**src/rtl/uart_ctrl_pkg.sv**
```systemverilog
// Shared command/response codes and FSM state encoding for the UART command controller.
package uart_ctrl_pkg;

  localparam logic [7:0] CMD_LOAD = 8'h4C;
  localparam logic [7:0] CMD_RUN  = 8'h52;
  localparam logic [7:0] CMD_HALT = 8'h48;
  localparam logic [7:0] CMD_DUMP = 8'h44;

  localparam logic [7:0] RSP_ACK  = 8'h06;
  localparam logic [7:0] RSP_NAK  = 8'h15;

  typedef enum logic [1:0] {
    ST_CMD  = 2'd0,
    ST_LOAD = 2'd1,
    ST_DUMP = 2'd2,
    ST_RESP = 2'd3
  } state_e;

endpackage

```
**src/rtl/pos_edge_detector_n.sv**
```systemverilog
// Rising-edge detector: pulse is high for the single cycle in which sig_in first reads high.
module pos_edge_detector_n (
  input  logic clk,
  input  logic rst_n,
  input  logic sig_in,
  output logic pulse
);

  logic sig_q;

  // NOTE: asynchronous reset lives in the sensitivity list; state updates use <= so every flop samples pre-edge values.
  always_ff @(posedge clk or negedge rst_n) begin
    if (!rst_n) sig_q <= 1'b0;
    else        sig_q <= sig_in;
  end

  assign pulse = sig_in & ~sig_q;

endmodule

```
**src/rtl/uart_cmd_ctrl.sv**
```systemverilog
// Host command decoder for the UART-programmable core: owns CPU reset, I-memory
// byte loading and D-memory dumping, answering LOAD/RUN/HALT with ACK or NAK.
module uart_cmd_ctrl
  import uart_ctrl_pkg::*;
#(
  parameter int IMEM_BYTE_ADDR_WIDTH = 6,
  parameter int DMEM_BYTE_ADDR_WIDTH = 6
) (
  input  logic                            clk,
  input  logic                            rst_n,
  input  logic                            rx_ready,
  input  logic [7:0]                      rx_data,
  input  logic                            tx_empty,
  input  logic                            tx_error,
  output logic                            tx_req,
  output logic [7:0]                      tx_data,
  output logic                            cpu_rst,
  output logic                            imem_ctrl,
  output logic                            imem_wr_en,
  output logic [IMEM_BYTE_ADDR_WIDTH-1:0] imem_addr,
  output logic [7:0]                      imem_wr_data,
  output logic                            dmem_ctrl,
  output logic                            dmem_rd_en,
  output logic [DMEM_BYTE_ADDR_WIDTH-1:0] dmem_addr,
  input  logic [7:0]                      dmem_rd_data,
  output logic                            busy,
  output logic                            err
);

  localparam logic [IMEM_BYTE_ADDR_WIDTH-1:0] IMEM_LAST = '1;

  state_e                          state_q, state_d;
  logic                            running_q, running_d;
  logic                            tx_wait_q, tx_wait_d;
  logic                            tx_req_q, tx_req_d;
  logic [7:0]                      tx_data_q, tx_data_d;
  logic                            dmem_rd_en_q, dmem_rd_en_d;
  logic                            cap_q, cap_d;
  logic                            rsp_nak_q, rsp_nak_d;
  logic                            err_q, err_d;
  logic                            busy_q, busy_d;
  logic [IMEM_BYTE_ADDR_WIDTH-1:0] imem_addr_q, imem_addr_d;
  logic [DMEM_BYTE_ADDR_WIDTH-1:0] dmem_addr_q, dmem_addr_d;

  logic rx_pulse;
  logic tx_empty_rise;
  logic send_ready;

  pos_edge_detector_n u_rx_edge (
    .clk    (clk),
    .rst_n  (rst_n),
    .sig_in (rx_ready),
    .pulse  (rx_pulse)
  );

  pos_edge_detector_n u_tx_edge (
    .clk    (clk),
    .rst_n  (rst_n),
    .sig_in (tx_empty),
    .pulse  (tx_empty_rise)
  );

  // tx_req_q covers the cycle before tx_wait_q catches up with the request.
  assign send_ready = tx_empty & ~tx_wait_q & ~tx_req_q;

  always_comb begin
    // NOTE: every *_d gets a default before the case so no path can infer a latch.
    state_d      = state_q;
    running_d    = running_q;
    tx_wait_d    = tx_wait_q;
    tx_req_d     = 1'b0;
    tx_data_d    = tx_data_q;
    dmem_rd_en_d = 1'b0;
    cap_d        = 1'b0;
    rsp_nak_d    = rsp_nak_q;
    err_d        = err_q;
    imem_addr_d  = imem_addr_q;
    dmem_addr_d  = dmem_addr_q;

    if (tx_req_q)           tx_wait_d = 1'b1;
    else if (tx_empty_rise) tx_wait_d = 1'b0;

    case (state_q)
      ST_CMD: begin
        if (rx_pulse) begin
          case (rx_data)
            CMD_LOAD: begin
              running_d   = 1'b0;
              imem_addr_d = '0;
              state_d     = ST_LOAD;
            end
            CMD_RUN: begin
              running_d = 1'b1;
              rsp_nak_d = 1'b0;
              state_d   = ST_RESP;
            end
            CMD_HALT: begin
              running_d = 1'b0;
              rsp_nak_d = 1'b0;
              state_d   = ST_RESP;
            end
            CMD_DUMP: begin
              dmem_addr_d = '0;
              state_d     = ST_DUMP;
            end
            default: begin
              rsp_nak_d = 1'b1;
              state_d   = ST_RESP;
            end
          endcase
        end
      end

      ST_LOAD: begin
        if (rx_pulse) begin
          imem_addr_d = imem_addr_q + IMEM_BYTE_ADDR_WIDTH'(1);
          if (imem_addr_q == IMEM_LAST) begin
            rsp_nak_d = 1'b0;
            state_d   = ST_RESP;
          end
        end
      end

      ST_DUMP: begin
        if (tx_error) begin
          err_d     = 1'b1;
          tx_wait_d = 1'b0;
          state_d   = ST_CMD;
        end else begin
          if (rx_pulse)     err_d = 1'b1;
          if (dmem_rd_en_q) cap_d = 1'b1;
          if (cap_q) begin
            tx_data_d   = dmem_rd_data;
            tx_req_d    = 1'b1;
            dmem_addr_d = dmem_addr_q + DMEM_BYTE_ADDR_WIDTH'(1);
          end
          // Address has already wrapped to zero while the final byte's strobe is out.
          if (tx_req_q && dmem_addr_q == '0)
            state_d = ST_CMD;
          else if (send_ready && !dmem_rd_en_q && !cap_q)
            dmem_rd_en_d = 1'b1;
        end
      end

      ST_RESP: begin
        if (tx_error) begin
          err_d     = 1'b1;
          tx_wait_d = 1'b0;
          state_d   = ST_CMD;
        end else begin
          if (rx_pulse) err_d = 1'b1;
          if (send_ready) begin
            tx_data_d = rsp_nak_q ? RSP_NAK : RSP_ACK;
            tx_req_d  = 1'b1;
            state_d   = ST_CMD;
          end
        end
      end
    endcase

    busy_d = (state_d != ST_CMD);
  end

  always_ff @(posedge clk or negedge rst_n) begin
    if (!rst_n) begin
      state_q      <= ST_CMD;
      running_q    <= 1'b0;
      tx_wait_q    <= 1'b0;
      tx_req_q     <= 1'b0;
      tx_data_q    <= 8'h00;
      dmem_rd_en_q <= 1'b0;
      cap_q        <= 1'b0;
      rsp_nak_q    <= 1'b0;
      err_q        <= 1'b0;
      busy_q       <= 1'b0;
      imem_addr_q  <= '0;
      dmem_addr_q  <= '0;
    end else begin
      state_q      <= state_d;
      running_q    <= running_d;
      tx_wait_q    <= tx_wait_d;
      tx_req_q     <= tx_req_d;
      tx_data_q    <= tx_data_d;
      dmem_rd_en_q <= dmem_rd_en_d;
      cap_q        <= cap_d;
      rsp_nak_q    <= rsp_nak_d;
      err_q        <= err_d;
      busy_q       <= busy_d;
      imem_addr_q  <= imem_addr_d;
      dmem_addr_q  <= dmem_addr_d;
    end
  end

  // The write strobe is the raw byte pulse so the byte lands in the same cycle it arrives.
  assign imem_wr_en   = (state_q == ST_LOAD) & rx_pulse;
  assign imem_wr_data = rx_data;
  assign imem_addr    = imem_addr_q;

  assign cpu_rst      = ~running_q;
  assign imem_ctrl    = ~running_q;
  assign dmem_ctrl    = ~running_q;

  assign tx_req       = tx_req_q;
  assign tx_data      = tx_data_q;
  assign dmem_rd_en   = dmem_rd_en_q;
  assign dmem_addr    = dmem_addr_q;
  assign busy         = busy_q;
  assign err          = err_q;

endmodule
```
**config.mk**
```make
export PLATFORM = sky130hd
export DESIGN_NAME = uart_cmd_ctrl
export DESIGN_NICKNAME = d
export VERILOG_FILES = /design/src/rtl/uart_ctrl_pkg.sv /design/src/rtl/pos_edge_detector_n.sv /design/src/rtl/uart_cmd_ctrl.sv
export SDC_FILE = /design/constraint.sdc
export NUM_CORES = 1
export LEC_CHECK = 0
export ABC_AREA = 1
export CAP_MARGIN = 20
export CORE_ASPECT_RATIO = 1.25
export CORE_MARGIN = 4
export CORE_UTILIZATION = 45
export DETAILED_ROUTE_END_ITERATION = 12
export GPL_TIMING_DRIVEN = 1
export PLACE_DENSITY_LB_ADDON = 0.05
export SETUP_SLACK_MARGIN = 0.1
export SLEW_MARGIN = 10
export SYNTH_ARGS = -nofsm -noshare
export SYNTH_HDL_FRONTEND = slang
export SYNTH_SLANG_ARGS = --single-unit
```
**constraint.sdc**
```tcl
create_clock -name clk -period 1.4 [get_ports clk]
set_clock_uncertainty 0.05 [all_clocks]
set_input_delay 0.28 -clock clk [delete_from_list [all_inputs] [get_ports clk]]
set_output_delay 0.28 -clock clk [all_outputs]
set_load 0.01 [all_outputs]
```
==> impl_metrics.py <==
metrics = {
    "pwr": {
        "intPower_mw": 1.652,
        "p_leak_nw": 1.623,
        "pwr-share-seq": 0.439,
        "combPwrFrac": 0.263,
        "net-switching-power_mw": 0.6864,
        "clockPowerShare": 0.299,
        "p_sw_frac": 0.2935,
        "power_density_mw_per_mm2": 774.4,
        "vdd_drop_max_mv": 0.7649,
    },
    "global_route": {
        "antenna_found_initial": 0,
        "grt_usage": 0.1921,
        "first_global_vias": 1871,
        "grt_max_degree": 33,
        "grt_use_met3": 0.05070,
        "grt_use_met2": 0.3374,
        "grt.overflow.total": 0,
        "grt_pass1_wl_mm": 7.941,
        "grt_busiest_layer": "met2",
        "gr-usage-met1": 0.2212,
    },
    "clocking": {
        "holdBufCountCts": 0,
        "numCtsBuffers": 5,
        "clk_path_buf_depth": 2,
        "cts.htree.levels": 2,
        "cts_tree": "built",
        "numClockSinks": 32,
        "path_clk_slew_ns": 0.07,
        "clockRootBuffer": "clkbuf_8",
        "insertion_delay_ns": 0.29,
    },
    "routing": {
        "ant_nets": 0,
        "drt_wl_total_mm": 4.945,
        "wl_per_cell_um": 12.49,
        "num_vias": 1895,
        "drc": 0,
        "dr.pass1.iters": 6,
        "viasPerCell": 4.785,
        "drtIter0Drc": 114,
    },
    "logic_synthesis": {
        "yosysSeqAreaShare": 0.4354,
        "synth.most_common_cell": "nand2_1",
        "synth_area_mm2": 0.001839,
        "synthFlopType": "dfrtp_1",
        "synth_area_leaders": "dfrtp_1 44%, nand2_1 15%, inv_1 6.5%",
        "yosys.area.top_type": "dfrtp_1",
        "yosys_register_bits": 32,
        "synth_top_area_share": 0.4354,
        "syn_avg_cell_area_um2": 7.507,
        "syn_inst": 245,
        "synth.distinct_cells": 26,
        "synthArstFlopShare": 1.000,
        "ys_warn_count": 0,
        "synth-edff-count": 0,
        "syn_nets": 269,
        "ys_top_cells_by_count": "75 x nand2_1, 32 x dfrtp_1, 32 x inv_1",
    },
    "setup_path": {
        "required_ns": 1.07,
        "worst_setup_path_start_kind": "register",
        "cp_slowest_cell": "dfrtp_1",
        "crit_arrival_ns": 1.04,
        "crit_type": "register to output pin",
        "crit_path_max_fanout": 2,
        "path_cells": "buf_6, nand2_4, nor2_4, buf_6",
        "slowest_delay_ns": 0.41,
        "cpMostUsedCell": "buf_6",
        "worstSetupEndpointType": "output pin",
    },
    "die": {
        "rows": 25,
        "fp.dieW_um": 65.18,
        "io_pins": 57,
        "start_util": 0.4742,
        "core_mm2": 0.003879,
        "dieHeight_um": 79.48,
        "dieArea_mm2": 0.005181,
    },
    "timing": {
        "fin_crit_ns": 1.371,
        "fmax_mhz": 729.6,
        "drv_slew": 0,
        "timing.slew.headroom": 0.7880,
        "fin_crit_sh": 0.9790,
        "worst_slew_pin_slew_ns": 0.3180,
        "hold_slack_ns": 0.1023,
        "hold_violations": 0,
        "rsz0062_at_grt": "yes",
        "setup_viol": 0,
        "setup_slack_ns": 0.02935,
    },
    "placed_design": {
        "pre_cts_slack_ns": -0.4407,
        "detailed_place_hpwl_mm": 3.114,
        "place.gp.congestion": 0.8140,
        "portBuffers": 56,
    },
    "final_layout": {
        "nets": 365,
        "area_growth_pct": 64.22,
        "final_util": 0.7787,
        "antenna_cells": 0,
        "drive_gt1_frac": 0.4006,
        "nFillCells": 309,
    },
    "run_status": {
        "status": "complete, no violations",
    },
    "flow_run": {
        "cap_violations": 0,
    },
    "hold_path": {
        "hp-class": "primary input to register",
    },
}
per-layer routing:
layer	vias to the layer above	routed length, um
met5	-	0
li1	948	-
met4	0	51
met3	5	269
met1	889	1906
met2	53	2716
final timing paths:
kind	from	endpoint	slack (ns)	cells after the start
max	state_q[0]	imem_wr_en	0.03	4
min	tx_empty	u_tx_edge.sig_q	0.10	1
max in group asynchronous	rst_n	dmem_addr[1]	0.81	2
min in group asynchronous	rst_n	u_tx_edge.sig_q	0.31	2
max reg2reg	state_q[0]	busy	0.07	8
min reg2reg	tx_data[5]	tx_data[5]	0.44	2
registers in the layout (all words and copies together), names as in the netlist:
name,flops
state_q,2
err,1
tx_req,1
dmem_addr,6
u_rx_edge.sig_q,1
running_q,1
tx_data,8
tx_wait_q,1
imem_addr,6
cap_q,1
rsp_nak_q,1
busy,1
dmem_rd_en,1
u_tx_edge.sig_q,1
repair_timing:
action                                  in CTS  in global routing
endpoints found under the setup margin      58                 43
buffers inserted                            12                  6
resized for setup                          112                 70
pin swaps                                    9                 10
cloned                                       1                  1
critical path: cells and delay by family (launching register included):
kind | cells | cell delay [ns]
and+or+nand+nor | 2 | 0.11
DFF | 1 | 0.41
buffers and inverters | 2 | 0.24
per-stage QoR:
step / total power [mW] / instance area, um^2 / setup TNS (ns) / cells
after floorplan: 1.268 / 1841 / 0 / 245
after global placement: 1.569 / 2579 / -8.720 / 368
after detailed placement: 1.574 / 2579 / -9.252 / 368
after CTS: 2.298 / 2798 / 0 / 389
after global routing: 2.477 / 3020 / -0.02667 / 396
final: 2.339 / 3020 / 0 / 396
placed cells by master (no fill, tap or decap), types with 5 or more instances in the layout:
cell type	synthesis	routed
o21ai_1	8	9
o21ai_2	6	6
dlymetal6s2s_1	0	8
nor2_2	1	5
clkdlybuf4s15_1	0	16
inv_1	32	22
inv_2	3	11
clkbuf_8	0	5
clkdlybuf4s50_1	0	9
nand2_1	75	56
buf_2	0	10
nand2_2	5	14
buf_6	1	5
nand4_1	5	5
buf_4	10	38
nor2_4	2	7
dlygate4sd2_1	0	8
dfrtp_1	32	30
nand3_1	22	19
nor2_1	22	13
nand2_4	2	12
logic make-up (layout without fill, tap and decap cells):
kind of cell,after synthesis,count (layout),synth area share
AND/OR/NAND/NOR,139,141,0.3374
buffers and inverters,47,142,0.1204
flip-flops,32,32,0.4354
AO/OA/AOI/OAI,23,23,0.08163
adder cells (fa/ha/maj),3,3,0.02041
XOR/XNOR,1,1,0.004763
final cells by class:
cell class,count,area (um^2),share of cell area
well taps,54,67.56,0.02237
clock inverters,3,18.77,0.006214
repair buffers,99,858.3,0.2842
clock buffers,5,68.82,0.02278
multi-input cells,168,1067,0.3534
flip-flops and latches,32,803.3,0.2659
inverters,35,136.4,0.04515
power groups by stage:
stage	Combinational (mW)	Clock (mW)	Sequential, mW
final	0.614	0.699	1.03
after CTS	0.563	0.718	1.02
after global placement	0.518	0	1.05
after global routing	0.684	0.758	1.04
after detailed placement	0.524	0	1.05
after floorplan	0.182	0	1.09
No activity file was read; power rests on OpenSTA's default activity.
